[src/rtl/arbiter_router_router.sv]
// Steers {addr, data} messages into per-output FIFOs and strips the addr.
// Define ROUTER_BYPASS_EN to let a message skip an empty FIFO into a ready output.
module arbiter_router_router #(
   parameter int nbits    = 32,
   parameter int noutputs = 3,
   parameter int depth    = 2
) (
   input  logic                              clk,
   input  logic                              reset,
   input  logic                              istream_val,
   output logic                              istream_rdy,
   input  logic [$clog2(noutputs)+nbits-1:0] istream_msg,
   output logic [0:noutputs-1]               ostream_val,
   input  logic [0:noutputs-1]               ostream_rdy,
   output logic [noutputs*nbits-1:0]         ostream_msg
);

   localparam int addr_nbits = $clog2(noutputs);
   localparam int PW = (depth > 1) ? $clog2(depth) : 1;
   localparam int CW = $clog2(depth + 1);

   logic [addr_nbits-1:0] addr;
   logic [nbits-1:0]      data;

   logic [nbits-1:0] mem_q  [noutputs][depth];
   logic [PW-1:0]    head_q [noutputs];
   logic [PW-1:0]    head_d [noutputs];
   logic [PW-1:0]    tail_q [noutputs];
   logic [PW-1:0]    tail_d [noutputs];
   logic [CW-1:0]    cnt_q  [noutputs];
   logic [CW-1:0]    cnt_d  [noutputs];

   logic [noutputs-1:0] hit, full, empty, byp, enq, deq;

   function automatic logic [PW-1:0] inc(input logic [PW-1:0] p);
      return (p == PW'(depth - 1)) ? '0 : p + 1'b1;
   endfunction

   assign addr = istream_msg[addr_nbits+nbits-1:nbits];
   assign data = istream_msg[nbits-1:0];

   always_comb begin
      hit   = '0;
      full  = '0;
      empty = '0;
      byp   = '0;
      for (int i = 0; i < noutputs; i++) begin
         hit[i]   = (addr == addr_nbits'(i));
         full[i]  = (cnt_q[i] == CW'(depth));
         empty[i] = (cnt_q[i] == '0);
`ifdef ROUTER_BYPASS_EN
         byp[i]   = ~reset & istream_val & hit[i] & empty[i] & ostream_rdy[i];
`endif
      end
   end

   // Out-of-range addrs never hit, so they are always accepted and dropped.
   always_comb begin
      istream_rdy = ~reset;
      for (int i = 0; i < noutputs; i++)
         if (hit[i] && full[i]) istream_rdy = 1'b0;
   end

   always_comb begin
      enq         = '0;
      deq         = '0;
      ostream_val = '0;
      ostream_msg = '0;
      for (int i = 0; i < noutputs; i++) begin
         enq[i] = istream_val & istream_rdy & hit[i] & ~byp[i];
         deq[i] = ~reset & ~empty[i] & ostream_rdy[i];
         ostream_val[i] = ~reset & (~empty[i] | byp[i]);
         ostream_msg[(noutputs-1-i)*nbits +: nbits] =
            byp[i] ? data : mem_q[i][head_q[i]];
      end
   end

   always_comb begin
      for (int i = 0; i < noutputs; i++) begin
         head_d[i] = deq[i] ? inc(head_q[i]) : head_q[i];
         tail_d[i] = enq[i] ? inc(tail_q[i]) : tail_q[i];
         cnt_d[i]  = cnt_q[i] + CW'(enq[i]) - CW'(deq[i]);
      end
   end

   always_ff @(posedge clk) begin
      if (reset) begin
         for (int i = 0; i < noutputs; i++) begin
            head_q[i] <= '0;
            tail_q[i] <= '0;
            cnt_q[i]  <= '0;
            for (int j = 0; j < depth; j++)
               mem_q[i][j] <= '0;
         end
      end else begin
         for (int i = 0; i < noutputs; i++) begin
            head_q[i] <= head_d[i];
            tail_q[i] <= tail_d[i];
            cnt_q[i]  <= cnt_d[i];
            if (enq[i]) mem_q[i][tail_q[i]] <= data;
         end
      end
   end

endmodule

[config.mk]
export PLATFORM = sky130hd
export DESIGN_NAME = arbiter_router_router
export DESIGN_NICKNAME = d
export VERILOG_FILES = /design/src/rtl/arbiter_router_router.sv
export SDC_FILE = /design/constraint.sdc
export NUM_CORES = 1
export LEC_CHECK = 0
export CELL_PAD_IN_SITES_DETAIL_PLACEMENT = 1
export CELL_PAD_IN_SITES_GLOBAL_PLACEMENT = 1
export CORE_MARGIN = 8
export CORE_UTILIZATION = 40
export CTS_CLUSTER_SIZE = 30
export DETAILED_ROUTE_END_ITERATION = 6
export GPL_TIMING_DRIVEN = 0
export PLACE_DENSITY = 0.75
export SLEW_MARGIN = 5
export SYNTH_ARGS = -nofsm -noshare
export SYNTH_HDL_FRONTEND = slang
export SYNTH_SLANG_ARGS = --single-unit
[constraint.sdc]
create_clock -name clk -period 4.19 [get_ports clk]
set_input_delay 0.838 -clock clk [delete_from_list [all_inputs] [get_ports clk]]
set_output_delay 0.838 -clock clk [all_outputs]
set_load 0.005 [all_outputs]
# After elaboration in Yosys (flattened, before gate mapping)

Memory sizes are Yosys's and may differ from the RTL's.
Index checks and enable logic that the tools add are counted.

Register bits: 0
Bits in writable memories: 204
Word-level logic and storage cells: 504
Memories: 4

Memory list:

| name   | depth | width | read ports | clocked after Yosys merged registers in | write ports | line | text |
|---|---|---|---|---|---|---|---|
| mem_q  | 3     | 64    | 3          | 0                                       | 3           | 25   | `logic [nbits-1:0] mem_q [noutputs][depth];` |
| cnt_q  | 3     | 2     | 3          | 0                                       | 3           | 30   | `logic [CW-1:0] cnt_q [noutputs];` |
| head_q | 3     | 1     | 3          | 0                                       | 3           | 26   | `logic [PW-1:0] head_q [noutputs];` |
| tail_q | 3     | 1     | 3          | 0                                       | 3           | 28   | `logic [PW-1:0] tail_q [noutputs];` |

Add/subtract/negate cells: 12
$lt $le $gt $ge: 9
Equal/unequal tests: 5
Mux-type cells: 243
Bitwise logic cells: 221
Reduce and logical (&&, ||, !) cells: 10

Operator list:

| kind                                                                         | count |
|---|---|
| 32-bit 2-to-1 mux                                                            | 12 |
| 1-bit 2-to-1 mux                                                             | 222 |
| 1-bit bitwise OR                                                             | 201 |
| 64-bit 2-to-1 mux                                                            | 3 |
| 32-bit demux with 1-bit select                                               | 3 |
| 2-bit >= comparator, second input constant                                   | 6 |
| 1-bit NOT with 2-bit output                                                  | 6 |
| 1-bit bitwise AND                                                            | 10 |
| 2-bit equality test, second input constant                                   | 4 |
| 2-bit zero test                                                              | 4 |
| 1-bit adder, second input constant                                           | 6 |
| 2-bit by 1-bit adder with 2-bit output                                       | 3 |
| 1-bit logical AND                                                            | 6 |
| 2-bit by 1-bit less-than comparator with 1-bit output, second input constant | 3 |
| 2-bit 2-to-1 mux                                                             | 3 |
| 2-bit by 1-bit subtractor with 2-bit output                                  | 3 |
| 1-bit NOT                                                                    | 4 |
| 2-bit by 1-bit equality test with 1-bit output, second input constant        | 1 |

# Longest topological paths before layout

Gate-level depths: netlist of the first run.
An unclocked memory read counts as a cell.

Depth after elaboration: 12
Gate-level depth with buffers: 7

# Worst setup path before layout of the first run

Ideal clock, no wire load.

Kind: input port to flip-flop
From: input port istream_val
To: memory mem_q[0][160] (netlist bit), enable pin
Setup time: 466 ps
Arrival time: 3,685 ps
Data required time: 3,724 ps
Path slack: 40 ps
Stages: 4
Buffers on the path: 1
Cells stage by stage: nor4bb_1 clkbuf_1 nand2_1 o21ai_0

RTL lines:

| what        | line | text |
|---|---|---|
| from (decl) | 10   | `input logic istream_val,` |
| to (decl)   | 25   |  |

# Final worst setup path of the first run

From: input port istream_msg[33]
To: output port istream_rdy

Cells in the longest elaborated chain, start to end: 5
Elaborated cells between the ends (all ways): 9
Classes of those cells: 2 x eq/ne; 3 x mux; 4 x reduce/logical

RTL lines:

| what                           | line | text |
|---|---|---|
| from (decl)                    | 12   | `input logic [$clog2(noutputs)+nbits-1:0] istream_msg,` |
| 2-bit zero test                | 48   | `hit[i] = (addr == addr_nbits'(i));` |
| 1-bit logical AND              | 61   | `if (hit[i] && full[i]) istream_rdy = 1'b0;` |
| 1-bit 2-to-1 mux (2 in series) | 61   |  |
| 1-bit 2-to-1 mux *             | 61   |  |
| to (decl)                      | 11   | `output logic istream_rdy,` |

Mark *: on every way between the ends. The rest lies on a longest branch, timed or not.

==> out/results.ini, run 1 <==
[run_status]
run_status = finished, final reports clean

[critical_path]
crit_top_cell = clkdlybuf4s50_1
startpoint_type = primary input
worst_path_max_delay_cell = o22ai_1
arrival_ns = 3.19
critPathMaxStageDelay_ns = 0.77
crit_fanout = 9
crit_type = primary input to output pin
crit_chain = clkdlybuf4s50_1 -> or2b_1 -> o22ai_1 -> nor2_1 -> clkdlybuf4s50_1
required_ns = 3.35
endpoint_kind = output pin

[floorplan]
die_y_um = 166
ioPinCount = 140
initial_core_util_pct = 40.3
core-area_sq_um = 22400
fp.dieW_um = 166
rows = 55
dieArea_sq_um = 27600

[placed_design]
gp_congestion = 0.763
dp.final_hpwl_um = 16600
io_buffers = 139

[clocking]
ctsHoldBuffers = 0
clk_pin_slew_worst_paths_ns = 0.06
clock-sinks = 204
cts.repair.resized = 0
clockBufferDepth = 3
htreeDepth = 1
worstSkewPairLatency_ns = 0.50
cts_buffers = 22
tritoncts = yes
post-cts-setup-buffer-count = 0
root_buffer = clkbuf_16

[drt]
dr.pass1.iters = 4
viasPerCell = 5.06
vias = 5427
ant_nets = 0
routedWlPerCell_um = 22.6
drc = 0
drt_wl_total_um = 24300
drtIter0Drc = 259

[timing]
min_period_ns = 4.03
drv_slew = 0
clock_skew_ns = 0.00939
hold_viol = 0
rsz0062_at_grt = false
slew_headroom_pct = 23.9
worst_hold_slack_ns = 0.560
finalSetupTns_ns = 0
tightest_slew_ns = 1.13
setup_viol = 0
finalCritPeriodShare_pct = 96.1
fmax_ghz = 0.248

[yosys]
yosys_warnings = 0
syn-num-nets = 651
ys_ff_latch = 204
synth_area_sq_um = 9010
postSynthAreaPerCell_sq_um = 14.8
yosysUniqueCellTypes = 40
ys_seq_area_share_pct = 66.6
syn_inst = 608

[grt]
first_global_vias = 6250
grt_pass1_wl_um = 37300
busiest_layer = met2
use_met2_pct = 32.3
grt_max_degree = 33
grt_util_met3_pct = 3.26
grtUsageMet1_pct = 20.6
antenna_found_initial = 1
grt_overflow_total = 0
grtUsageTotal_pct = 17.5

[hold_path]
min_path_type = register to register

[power_and_ir_drop]
p_per_area_nw_per_um2 = 423
peakVddDrop_mv = 0.280
p_leak_uw = 0.00428

[finish]
drive_gt1_share_pct = 19.3
fill_cells = 2173
syn_to_final_growth_pct = 28.9
nets = 818
n_antenna_cell = 0

[run]
max_cap_violations = 0

cell type report:
class	instances	area (sq um)	area share (%)
plain buffers	33	151	1.30
clock buffers	28	594	5.11
clock inverters	9	141	1.22
inverters	5	18.8	0.162
multi-input cells	366	2880	24.7
flip-flops and latches	204	6010	51.7
well taps	285	357	3.07
repair buffers	143	1480	12.7
synthesized netlist by cell type:
library cell	count	share of area, %
edfxtp_1	192	64
and2_1	187	13
mux2_2	96	12
clkbuf_1	23	0.96
nand2_1	16	0.67
dfxtp_1	12	2.7
nor3_1	11	0.61
mux2i_1	6	0.67
inv_1	5	0.21
nand2b_1	5	0.35
o21ai_0	4	0.22
and3_1	3	0.21
buf_1	3	0.12
buf_6	3	0.37
clkbuf_2	3	0.17
ha_1	3	0.42
nor2b_1	3	0.21
o21ba_2	3	0.33
or2_2	3	0.21
xor2_1	3	0.29
nor2_1	2	0.083
nor4_2	2	0.28
nor4bb_1	2	0.22
o31ai_1	2	0.17
a21o_1	1	0.083
a21oi_1	1	0.055
a31o_2	1	0.097
and4bb_2	1	0.14
buf_2	1	0.055
nand3b_1	1	0.083
nand4bb_1	1	0.12
nor3_4	1	0.18
nor3b_4	1	0.21
o211ai_1	1	0.083
o21a_1	1	0.083
o22ai_1	1	0.069
or2b_1	1	0.083
or3_1	1	0.069
or4_1	1	0.083
or4b_4	1	0.15
state kept, by name, summed over array words and instances (netlist names):
signal,flops
mem_q,192
head_q,3
cnt_q,6
tail_q,3
cell usage in the layout, fill, tap and decap left out, types with 2 or more instances in the layout:
master and n:
inv_1 5, buf_8 2, buf_16 2, clkbuf_16 23, nand2b_1 5, clkdlybuf4s50_1 139
o21ai_4 2, nor2b_1 3, clkinv_1 3, dfxtp_1 12, clkbuf_2 3, nor2_1 2
nor4_2 2, clkbuf_1 28, o21ai_0 2, and3_1 3, nor3_1 11, xor2_1 3
mux2i_1 6, edfxtp_1 192, buf_1 3, clkinv_2 2, mux2_2 96, and2_1 187
nand2_1 16, or2_2 3, o21ba_2 3, ha_1 3, bufinv_16 4, nor4bb_1 2
buf_6 3
worst max-delay path: cells and delay by family:
kind                   cells  cell delay (ns)
AND/OR/NAND/NOR            2             0.45
buffers and inverters      2             1.13
AO/OA/AOI/OAI              1             0.77
worst paths after layout:
path / start / to / slack, ns / cells past startpoint
setup reg to reg: cnt_q[0][1]$_SDFF_PP0_ / mem_q[0][17]$_SDFFCE_PN0P_ / 1.93 / 3
setup / recovery: istream_msg[33] / istream_rdy / 0.16 / 5
hold reg to reg: tail_q[0][0]$_SDFFE_PP0P_ / tail_q[0][0]$_SDFFE_PP0P_ / 0.56 / 2
hold / removal: tail_q[0][0]$_SDFFE_PP0P_ / tail_q[0][0]$_SDFFE_PP0P_ / 0.56 / 2
where the power goes:
part           switching, uW  leakage (uW)  internal [uW]
combinational            259       0.00183            298
sequential              28.7       0.00209           2320
clock                    765      0.000358           1240
metrics by stage:
stage / area, sq um / total power, uW / instances / util, % / setup WS [ns]
after floorplan: 9010 / 2610 / 608 / - / 0.0398
after global placement: 10800 / 2930 / 1032 / 48.1 / -2.32
after detailed placement: 10900 / 2960 / 1036 / 48.7 / 0.212
after CTS: 11600 / 4950 / 1073 / 52.0 / 0.172
after global routing: 11600 / 5060 / 1073 / 52.0 / 0.103
final: 11600 / 4910 / 1073 / 52.0 / 0.161
cells by family (layout without fill, tap and decap cells):
logic type / after synthesis / after routing / synth area share, %
XOR/XNOR: 3 / 3 / 0.292
AO/OA/AOI/OAI: 15 / 15 / 1.19
multiplexers: 102 / 102 / 12.7
adder cells (fa/ha/maj): 3 / 3 / 0.416
flip-flops: 204 / 204 / 66.6
buffers and inverters: 38 / 218 / 1.89
AND/OR/NAND/NOR: 243 / 243 / 16.9
metal layers:
layer / up-vias / share of wire (%)
li1: 2499 / -
met1: 2775 / 43
met2: 120 / 51
met3: 31 / 4.2
met4: 2 / 1.8
met5: - / 0.045
No activity file was read; power rests on OpenSTA's default activity.
==> run 2: changes to the inputs <==
--- a/config.mk
+++ b/config.mk
@@ -12,7 +12,7 @@
 export CTS_CLUSTER_SIZE = 30
 export DETAILED_ROUTE_END_ITERATION = 6
 export GPL_TIMING_DRIVEN = 0
-export PLACE_DENSITY = 0.75
+export PLACE_DENSITY_LB_ADDON = 0.1
 export SLEW_MARGIN = 5
 export SYNTH_ARGS = -nofsm -noshare
 export SYNTH_HDL_FRONTEND = slang
==> out/results.ini, run 2 (synthesis results as in run 1) <==
[timing]
min_period_ns = 3.95
finalSetupTns_ns = 0
rsz0062_at_grt = false
setup_viol = 0
tightest_slew_ns = 1.05
drv_slew = 0
hold_viol = 0
slew_headroom_pct = 29.6
clock_skew_ns = 0.0145
finalCritPeriodShare_pct = 94.3
fmax_ghz = 0.253

[drt]
vias = 5351
drtIter0Drc = 208
viasPerCell = 4.97
ant_nets = 0
dr.pass1.iters = 4
drc = 0
routedWlPerCell_um = 22.1
drt_wl_total_um = 23800

[floorplan]
die_y_um = 166
dieArea_sq_um = 27600
fp.dieW_um = 166
rows = 55
core-area_sq_um = 22400
initial_core_util_pct = 40.3
ioPinCount = 140

[grt]
grt_pass1_wl_um = 36200
grt_util_met3_pct = 3.66
use_met2_pct = 31.2
antenna_found_initial = 1
busiest_layer = met2
grtUsageTotal_pct = 17.1
grt_overflow_total = 0
grt_max_degree = 33
first_global_vias = 6049
grtUsageMet1_pct = 20.5

[placed_design]
io_buffers = 139
place_area_sq_um = 10900
dp.final_hpwl_um = 16400
gp_congestion = 0.770
placed_cells = 1036

[critical_path]
crit_top_cell = clkdlybuf4s50_1
crit_chain = clkdlybuf4s50_1 -> or2b_1 -> o22ai_1 -> nor2_1 -> clkdlybuf4s50_1
worst_path_max_delay_cell = o22ai_1
rr_endpoint = mem_q[0][170]$_SDFFCE_PN0P_
critPathMaxStageDelay_ns = 0.68
required_ns = 3.35
arrival_ns = 3.11
endpoint_kind = output pin
crit_type = primary input to output pin
reg2reg_from = tail_q[0][2]$_SDFFE_PP0P_
reg2regPathDepth = 5
ff2ff_setup_slack_ns = 1.85
startpoint_type = primary input
crit_fanout = 9

[power_and_ir_drop]
p_leak_uw = 0.00427
power_uw = 4820
peakVddDrop_mv = 0.236
p_per_area_nw_per_um2 = 416

[clocking]
root_buffer = clkbuf_16
clockBufferDepth = 3
htreeDepth = 1
worstSkewPairLatency_ns = 0.50
tritoncts = yes
clk_pin_slew_worst_paths_ns = 0.06
cts.repair.resized = 0
clock-sinks = 204
post-cts-setup-buffer-count = 0
cts_buffers = 23
ctsHoldBuffers = 0

[hold_path]
hold_end = tail_q[0][2]$_SDFFE_PP0P_
min_path_type = register to register
hold_depth = 2
hold_start = tail_q[0][2]$_SDFFE_PP0P_

[finish]
final_common_cell = edfxtp_1
final_cell_mix = edfxtp_1, and2_1, clkdlybuf4s50_1, mux2_2, clkbuf_1
n_antenna_cell = 0
fin_area_sq_um = 11600
largest_registers = mem_q (192), cnt_q (6)
fin_cells = 1077
syn_to_final_growth_pct = 28.7
largest_reg_flops = 192
drive_gt1_share_pct = 19.6
regMostFlops = mem_q
nets = 819

[run]
max_cap_violations = 0

[run_status]
run_status = finished, final reports clean

==> run 2: changes by cell type in the layout (fill, tap and decap cells not counted), sizes merged <==
cell	delta
clkinvlp	+1
bufinv	-2
clkbuf	-3
inv	+1
clkinv	+7
==> run 2: final cells by class <==
cell class	count	area [sq um]
buffer	33	151
clock buffer	25	583
clock inverter	16	131
fill	2189	10800
inverter	5	18.8
multi-input combinational	366	2880
sequential	204	6010
tap	285	357
timing repair buffer	143	1480
==> run 2: how the worst max path moves through the flow <==
| stage | start | endpoint | slack [ns] | cells past startpoint |
|---|---|---|---|---|
| finish | istream_msg[33] | istream_rdy | 0.24 | 5 |
| global route | istream_msg[33] | istream_rdy | 0.17 | 5 |
| CTS | istream_msg[33] | istream_rdy | 0.24 | 5 |
| detailed placement | istream_msg[33] | istream_rdy | 0.23 | 5 |
| global placement | istream_val | mem_q[0][176]$_SDFFCE_PN0P_ | -2.49 | 5 |
| floorplan | istream_val | mem_q[0][160]$_SDFFCE_PN0P_ | 0.04 | 4 |
==> run 2: layer usage <==
metal / vias to the layer above / wire length, um
met2: 116 / 12100
met5: - / 13
li1: 2510 / -
met4: 2 / 355
met3: 33 / 1190
met1: 2690 / 10100
==> run 2: stage by stage <==
step / setup slack [ns] / utilization [%] / hold WS [ns]
global route: 0.173 / 51.9 / 0.596
floorplan: 0.0398 / - / 0.491
global placement: -2.49 / 48.1 / 0.505
CTS: 0.239 / 51.9 / 0.548
detailed placement: 0.233 / 48.7 / 0.537
finish: 0.240 / 51.9 / 0.549
==> run 2: worst max-delay path, delay by kind of cell <==
family,cells,cell delay (ns)
and+or+nand+nor,2,0.47
buffers and inverters,2,1.12
AOI/OAI and AO/OA,1,0.68
==> run 2: report_power, final <==
part | internal, uW | switching [uW]
sequential | 2320 | 27.6
combinational | 298 | 254
clock | 1130 | 792
